===== src/rtl/instr_reg_seq.sv =====
// Instruction register and multi-cycle sequencer: latches opcode/address on a valid/ready accept,
// then runs a per-opcode cycle counter down to zero, pulsing issue at start and done at finish.
module instr_reg_seq #(
  parameter int unsigned DATA_W = 8,
  parameter int unsigned OP_W   = 3,
  parameter int unsigned CNT_W  = 3,
  parameter logic [(2**OP_W)*CNT_W-1:0] CYCLES = 24'o34555520
) (
  input  logic                     clk_i,
  input  logic                     rst_ni,
  input  logic                     instr_valid_i,
  input  logic [DATA_W-1:0]        instr_data_i,
  output logic                     instr_ready_o,
  input  logic                     stall_i,
  input  logic                     flush_i,
  output logic [OP_W-1:0]          opcode_o,
  output logic [DATA_W-OP_W-1:0]   address_o,
  output logic                     issue_o,
  output logic                     busy_o,
  output logic                     done_o,
  output logic [CNT_W-1:0]         cycles_left_o
);

  localparam int unsigned ADDR_W = DATA_W - OP_W;

  logic [OP_W-1:0]   op_q, op_d;
  logic [ADDR_W-1:0] addr_q, addr_d;
  logic [CNT_W-1:0]  cnt_q, cnt_d;
  logic              issue_q, issue_d;
  logic              done_q, done_d;

  logic [OP_W-1:0]   op_in;
  logic [ADDR_W-1:0] addr_in;
  logic [CNT_W-1:0]  cnt_load;
  logic              ready;
  logic              accept;

  assign op_in    = instr_data_i[DATA_W-1 -: OP_W];
  assign addr_in  = instr_data_i[ADDR_W-1:0];
  assign cnt_load = CYCLES[int'(op_in) * int'(CNT_W) +: CNT_W];

  assign ready  = (cnt_q == '0) && !stall_i && !flush_i;
  assign accept = instr_valid_i && ready;

  // flush beats stall, stall beats accept/decrement; accept and decrement are exclusive by cnt_q
  always_comb begin
    op_d    = op_q;
    addr_d  = addr_q;
    cnt_d   = cnt_q;
    issue_d = 1'b0;
    done_d  = 1'b0;
    if (flush_i) begin
      cnt_d = '0;
    end else if (!stall_i) begin
      if (accept) begin
        op_d    = op_in;
        addr_d  = addr_in;
        cnt_d   = cnt_load;
        issue_d = 1'b1;
      end else if (cnt_q != '0) begin
        cnt_d  = cnt_q - 1'b1;
        done_d = (cnt_q == CNT_W'(1));
      end
    end
  end

  always_ff @(posedge clk_i) begin
    if (!rst_ni) begin
      op_q    <= '0;
      addr_q  <= '0;
      cnt_q   <= '0;
      issue_q <= 1'b0;
      done_q  <= 1'b0;
    end else begin
      op_q    <= op_d;
      addr_q  <= addr_d;
      cnt_q   <= cnt_d;
      issue_q <= issue_d;
      done_q  <= done_d;
    end
  end

  assign instr_ready_o = ready;
  assign opcode_o      = op_q;
  assign address_o     = addr_q;
  assign issue_o       = issue_q;
  assign busy_o        = (cnt_q != '0);
  assign done_o        = done_q;
  assign cycles_left_o = cnt_q;

endmodule


===== config.mk =====
export PLATFORM = sky130hd
export DESIGN_NAME = instr_reg_seq
export DESIGN_NICKNAME = d
export VERILOG_FILES = /design/src/rtl/instr_reg_seq.sv
export SDC_FILE = /design/constraint.sdc
export NUM_CORES = 1
export LEC_CHECK = 0
export CORE_MARGIN = 3
export CORE_UTILIZATION = 35
export CTS_CLUSTER_SIZE = 10
export DETAILED_ROUTE_END_ITERATION = 6
export PLACE_DENSITY = 0.69
export SLEW_MARGIN = 20
export SYNTH_ARGS = -nofsm -noshare
export SYNTH_HDL_FRONTEND = slang
export SYNTH_SLANG_ARGS = --single-unit

===== constraint.sdc =====
create_clock -name clk_i -period 4.6 [get_ports clk_i]
set_clock_uncertainty 0.05 [all_clocks]
set_input_delay 0.92 -clock clk_i [delete_from_list [all_inputs] [get_ports clk_i]]
set_output_delay 0.92 -clock clk_i [all_outputs]
set_load 0.02 [all_outputs]

==> results of run 1 <==
[worst min-delay path, cell delays in order (launching register included)]
cell and delay, ns:
sky130_fd_sc_hd__dfxtp_1 0.31, sky130_fd_sc_hd__nand2_1 0.04, sky130_fd_sc_hd__a21boi_0 0.06
[layout make-up]
class,count,area share [%]
tap,24,3.17
multi-input combinational,54,37.2
timing repair buffer,27,28.6
sequential,13,27.5
inverter,2,0.794
clock buffer,4,2.78
[metal layers]
layer | global-route usage (%) | up-vias
met3 | 3.36 | 2
met4 | 4.27 | 0
met1 | 15.1 | 251
li1 | - | 299
met2 | 19.5 | 23
met5 | 0 | -
[power groups by stage]
stage          sequential [µW]  combinational (µW)  clock (µW)
6_report                   118                52.3        67.8
5_1_grt                    119                57.2        77.4
4_1_cts                    119                53.1        71.7
3_5_place_dp               121                52.7           0
3_3_place_gp               121                52.4           0
2_1_floorplan              126                23.1           0
[path summary, 6_finish.rpt]
path              cells after the start             start  slack, ns               end
setup / recovery                      3           stall_i       1.41     instr_ready_o
hold / removal                        2      address_o[3]       0.41      address_o[3]
setup reg to reg                      6  cycles_left_o[0]       3.02  cycles_left_o[0]
hold reg to reg                       2      address_o[3]       0.41      address_o[3]
[Yosys cell counts, types with 2 or more instances]
cell,count
sky130_fd_sc_hd__inv_1,2
sky130_fd_sc_hd__mux2i_1,2
sky130_fd_sc_hd__nor2_1,2
sky130_fd_sc_hd__a21oi_1,2
sky130_fd_sc_hd__and2_1,2
sky130_fd_sc_hd__nand2_1,17
sky130_fd_sc_hd__dfxtp_1,13
sky130_fd_sc_hd__nor2b_1,3
sky130_fd_sc_hd__o21ai_0,2
sky130_fd_sc_hd__a21boi_0,8
sky130_fd_sc_hd__ha_1,3
[kinds of logic after synthesis]
group	synth area share (%)
AOI/OAI and AO/OA	18.9
xor gates and xnor gates	1.36
adders and majority gates	5.85
buffers and inverters	4.68
DFF	40.5
muxes	3.12
and+or+nand+nor	25.5
[registers in the layout, summed over array words and instances, names as in the netlist]
signal and count:
address_o 5, cycles_left_o 3, opcode_o 3, done_o 1
issue_o 1
[through the flow]
stage | cell area, µm² | setup slack [ns] | utilization (%)
finish | 946 | 1.41 | 58.7
global route | 946 | 1.32 | 58.7
CTS | 946 | 1.40 | 58.7
detailed placement | 920 | 1.42 | 57.1
global placement | 920 | 1.42 | 57.1
floorplan | 642 | 2.19 | -
[cells in the final DEF, fill, tap and decap left out]
cell                              synthesis  routed
sky130_fd_sc_hd__nor3_1                   1       1
sky130_fd_sc_hd__o211ai_1                 1       1
sky130_fd_sc_hd__inv_1                    2       2
sky130_fd_sc_hd__a21oi_1                  2       2
sky130_fd_sc_hd__o21ai_0                  2       2
sky130_fd_sc_hd__nand3_1                  1       1
sky130_fd_sc_hd__clkdlybuf4s50_1          0      27
sky130_fd_sc_hd__xor2_1                   1       1
sky130_fd_sc_hd__and3_2                   1       1
sky130_fd_sc_hd__mux2i_1                  2       2
sky130_fd_sc_hd__and3_1                   1       1
sky130_fd_sc_hd__and2_1                   2       2
sky130_fd_sc_hd__nand2_1                 17      17
sky130_fd_sc_hd__nor3_2                   1       1
sky130_fd_sc_hd__nor2b_1                  3       3
sky130_fd_sc_hd__dfxtp_1                 13      13
sky130_fd_sc_hd__nor2_1                   2       2
sky130_fd_sc_hd__o32ai_2                  1       1
sky130_fd_sc_hd__ha_1                     3       3
sky130_fd_sc_hd__a21boi_0                 8       8
sky130_fd_sc_hd__o21a_1                   1       1
sky130_fd_sc_hd__clkbuf_4                 0       3
sky130_fd_sc_hd__clkbuf_1                 1       1
sky130_fd_sc_hd__nand3_2                  1       1
sky130_fd_sc_hd__o21ba_2                  1       1
sky130_fd_sc_hd__nand2b_1                 1       1
sky130_fd_sc_hd__and4b_2                  1       1
==> flow_summary.toml, run 1 <==
[die]
placement_rows = 14
floorplan.core_area_um2 = 1610
ios = 28
floorplan.initialDensity_pct = 39.8
fp.dieArea_um2 = 2380
floorplan.die.width_um = 48.8
die_y_um = 48.8

[cells_and_area]
syn2layout_area_growth_pct = 47.4
finalNonFillerCells = 124
area.sequential_um2 = 260
multi_input_logic_area_um2 = 352
antenna_cells_inserted = 0
final_net_count = 117
layout-drive-gt1-share_pct = 9.00
filler_cell_count = 159

[clock_tree]
clkSinkCount = 13
cts.path.max_buffers = 2
cts_setup_buffers = 0
tritoncts_clock_tree = "yes"
num_cts_buffers = 3
clkTransAtPathRegs_ns = 0.07
cts_root_buf = "sky130_fd_sc_hd__clkbuf_4"
cts.htree.levels = 1
clk_latency_ns = 0.27
postCtsHoldBufs = 0
cts-resized-gates = 0

[route]
detailedRoute.firstIterationViolations = 7
post_drt_via_cell_ratio = 4.64
final_wirelength_mm = 1.33
m1WireLength_um = 661
highest_layer = "met4"
drc_violations_left = 0
via_count = 575
routed-wl-met2_um = 578
detail_route.first_pass.iterations = 3
antenna_violating_nets_post_route = 0
met3_wirelength_um = 76
detail_route.wl_per_cell_um = 10.7

[pwr]
power.sequential.fraction_pct = 49.6
total_power_uw = 239
netSwitchingFraction_pct = 25.6
p_clk_share_pct = 28.4
p_sw_uw = 61.1
power_density_nw_per_um2 = 252
max-vdd-ir-drop_mv = 0.143
static-leakage-power_uw = 0.000346
internal_cell_power_uw = 178
power.combinational.fraction_pct = 21.9

[synthesis]
synth_area_um2 = 642
synth_nets = 88
share_of_async_settable_or_async_resettable_flops_after_synthesis_pct = 0
synth_seq_area_share_pct = 40.5
syn_area_cell_um2 = 8.91
postSynthRegisterBits = 13
synth_ff_type = "sky130_fd_sc_hd__dfxtp_1"
post_synth_main_area_contributors = "sky130_fd_sc_hd__dfxtp_1, sky130_fd_sc_hd__nand2_1, sky130_fd_sc_hd__a21boi_0"
yosys_warnings = 0
synthDominantAreaCellType = "sky130_fd_sc_hd__dfxtp_1"
synth.lib_cells_used.distinct = 27
synthesis.instances = 72
synth_top_cell_area_share_pct = 40.5
synth-edff-count = 0

[worst_setup_path]
timing.critical_path.slowest_stage_cell = "sky130_fd_sc_hd__clkdlybuf4s50_1"
setup.worst_path.class = "in -> out"
critical_path.max_fanout = 5
setup.worst_path.end_class = "primary output"
worstPathRequired_ns = 3.63
worst_ep_arrival_time_ns = 2.22
cp_slowest_stage_delay_ns = 0.63
worstPathCellList = "clkdlybuf4s50_1, nor3_1, clkdlybuf4s50_1"
critical-path-top-cell-by-count = "sky130_fd_sc_hd__clkdlybuf4s50_1"
worst_path_dominant_cell_family = "buffers and inverters"
start_kind = "primary input"
cp.buffers_inverters = 2

[job]
max-cap-violations = 0

[timing]
finalCriticalPeriod_ns = 3.19
timing.setup.tns_ns = 0
rsz0062_at_grt = "no"
timing.hold.ws_ns = 0.412
worst_slew_margin_rel_pct = 77.7
slew_viol_final = 0
finalSetupViolCount = 0
fin_crit_sh_pct = 69.4
max_slew.worst_pin.slew_ns = 0.334
hold_violations = 0
fmax_mhz = 313

[run_status]
outcome = "finished, final reports clean"

[grt]
maximum_number_of_pins_on_one_net_before_global_route_repair = 12
grtUsageTotal_pct = 12.0
grt-ovfl-total = 0
grt_first_pass_wirelength_mm = 2.31
antenna_found_initial = 0
first_global_vias = 560

[hold_path]
min-delay-path-class = "reg -> reg"

[placed_design]
post-place-cells = 120
place_congestion = 0.710
place.port_buffers = 27
place.detailed.hpwl_mm = 1.00
No activity file was read; power rests on OpenSTA's default activity.
==> run 2: changes to the inputs <==
Settings changed: PLACE_DENSITY 0.69 to 0.71.
Clock period 4.6 ns to 2.85 ns, I/O delays scaled along.
==> flow_summary.toml, run 2 (synthesized netlist as in run 1, its figures left out) <==
[run_status]
outcome = "finished, final reports clean"

[worst_setup_path]
setup.worst_path.end_class = "primary output"
reg2regPathDepth = 6
critical-path-top-cell-by-count = "sky130_fd_sc_hd__clkdlybuf4s50_1"
worstPathRequired_ns = 2.23
worstPathCellList = "clkdlybuf4s50_1, nor3_1, clkdlybuf4s50_1"
critical_path.max_fanout = 5
worst_path_dominant_cell_family = "buffers and inverters"
timing.critical_path.slowest_stage_cell = "sky130_fd_sc_hd__clkdlybuf4s50_1"
worst_ep_arrival_time_ns = 1.87
cp_slowest_stage_delay_ns = 0.63
rr_endpoint = "cycles_left_o[0]"
rr_startpoint = "cycles_left_o[0]"
cp.buffers_inverters = 2
start_kind = "primary input"
critical_path_cell_count = 3
timing.critical_path.from = "stall_i"
setup.worst_path.class = "in -> out"
reg2reg_setup_slack_ns = 1.27

[die]
floorplan.core_area_um2 = 1610
fp.dieArea_um2 = 2380
placement_rows = 14
ios = 28
floorplan.initialDensity_pct = 39.8
die_y_um = 48.8
floorplan.die.width_um = 48.8

[cells_and_area]
antenna_cells_inserted = 0
syn2layout_area_growth_pct = 47.4
layout-drive-gt1-share_pct = 9.00
final_net_count = 117
final_common_cell = "sky130_fd_sc_hd__clkdlybuf4s50_1"
mostFrequentLayoutCells = "sky130_fd_sc_hd__clkdlybuf4s50_1, sky130_fd_sc_hd__nand2_1, sky130_fd_sc_hd__dfxtp_1"
largest_register_ff_count = 5

[grt]
first_global_vias = 534
antenna_found_initial = 0
grtUsageTotal_pct = 12.7
grt_first_pass_wirelength_mm = 2.39
maximum_number_of_pins_on_one_net_before_global_route_repair = 12
grt-ovfl-total = 0

[hold_path]
min-delay-path-class = "reg -> reg"
hold_start = "address_o[4]"
whs_endpoint = "address_o[4]"
timing.hold.worst_path_depth = 2

[timing]
finalSetupViolCount = 0
timing.setup.tns_ns = 0
fin_crit_sh_pct = 87.5
slew_viol_final = 0
hold_violations = 0
rsz0062_at_grt = "no"
max_slew.worst_pin.slew_ns = 0.333
fmax_mhz = 401
finalCriticalPeriod_ns = 2.49
timing.hold.ws_ns = 0.415
worst_slew_margin_rel_pct = 77.8

[clock_tree]
cts_root_buf = "sky130_fd_sc_hd__clkbuf_4"
tritoncts_clock_tree = "yes"
postCtsHoldBufs = 0
cts-resized-gates = 0
num_cts_buffers = 3
cts.htree.levels = 1
clkTransAtPathRegs_ns = 0.07
cts_setup_buffers = 0
cts.path.max_buffers = 2
clkSinkCount = 13
clk_latency_ns = 0.27

[pwr]
power_density_nw_per_um2 = 408
max-vdd-ir-drop_mv = 0.281
static-leakage-power_uw = 0.000346

[job]
max-cap-violations = 0

[route]
post_drt_via_cell_ratio = 4.63
detail_route.wl_per_cell_um = 10.8
detail_route.first_pass.iterations = 2
detailedRoute.firstIterationViolations = 3
antenna_violating_nets_post_route = 0
via_count = 574
drc_violations_left = 0
final_wirelength_mm = 1.35

[placed_design]
place_congestion = 0.810
place.port_buffers = 27
place.detailed.hpwl_mm = 1.02
[run 2: cell counts in the layout (fill, tap and decap cells not counted)]
Identical to the previous run, type by type.
[run 2: metrics by stage]
| stage | total power (µW) | std cells | area (µm²) | utilization [%] | setup slack, ns |
|---|---|---|---|---|---|
| 2_1_floorplan | 240 | 72 | 642 | - | 0.795 |
| 3_3_place_gp | 280 | 120 | 920 | 57.1 | 0.359 |
| 3_5_place_dp | 280 | 120 | 920 | 57.1 | 0.354 |
| 4_1_cts | 393 | 124 | 946 | 58.7 | 0.347 |
| 5_1_grt | 408 | 124 | 946 | 58.7 | 0.199 |
| 6_report | 386 | 124 | 946 | 58.7 | 0.356 |
[run 2: cell type report]
cell class,instances,area [µm²]
clock buffers,4,26.3
fillers,160,666
inverters,2,7.51
multi-input cells,54,352
flip-flops and latches,13,260
well taps,24,30.0
repair buffers,27,270
[run 2: worst max path at each step]
stage | end | slack, ns
2_1_floorplan | instr_ready_o | 0.79
3_3_place_gp | instr_ready_o | 0.36
3_5_place_dp | instr_ready_o | 0.35
4_1_cts | instr_ready_o | 0.35
5_1_grt | instr_ready_o | 0.20
6_report | instr_ready_o | 0.36
[run 2: metal layers]
metal | global-route usage [%] | wire, µm | vias up
li1 | - | - | 298
met1 | 15.0 | 607 | 261
met2 | 21.0 | 676 | 15
met3 | 4.89 | 60 | 0
met4 | 4.27 | 0 | 0
met5 | 0 | 0 | -
[run 2: where the power goes]
group,switching (µW),internal [µW]
combinational,39.4,44.7
clock,56.6,54.2
sequential,3.51,188
total,99.4,287
[run 2: worst min-delay path: stages, from the launching register on]
cell and delay (ns):
sky130_fd_sc_hd__dfxtp_1 0.31, sky130_fd_sc_hd__nand2_1 0.04, sky130_fd_sc_hd__a21boi_0 0.06
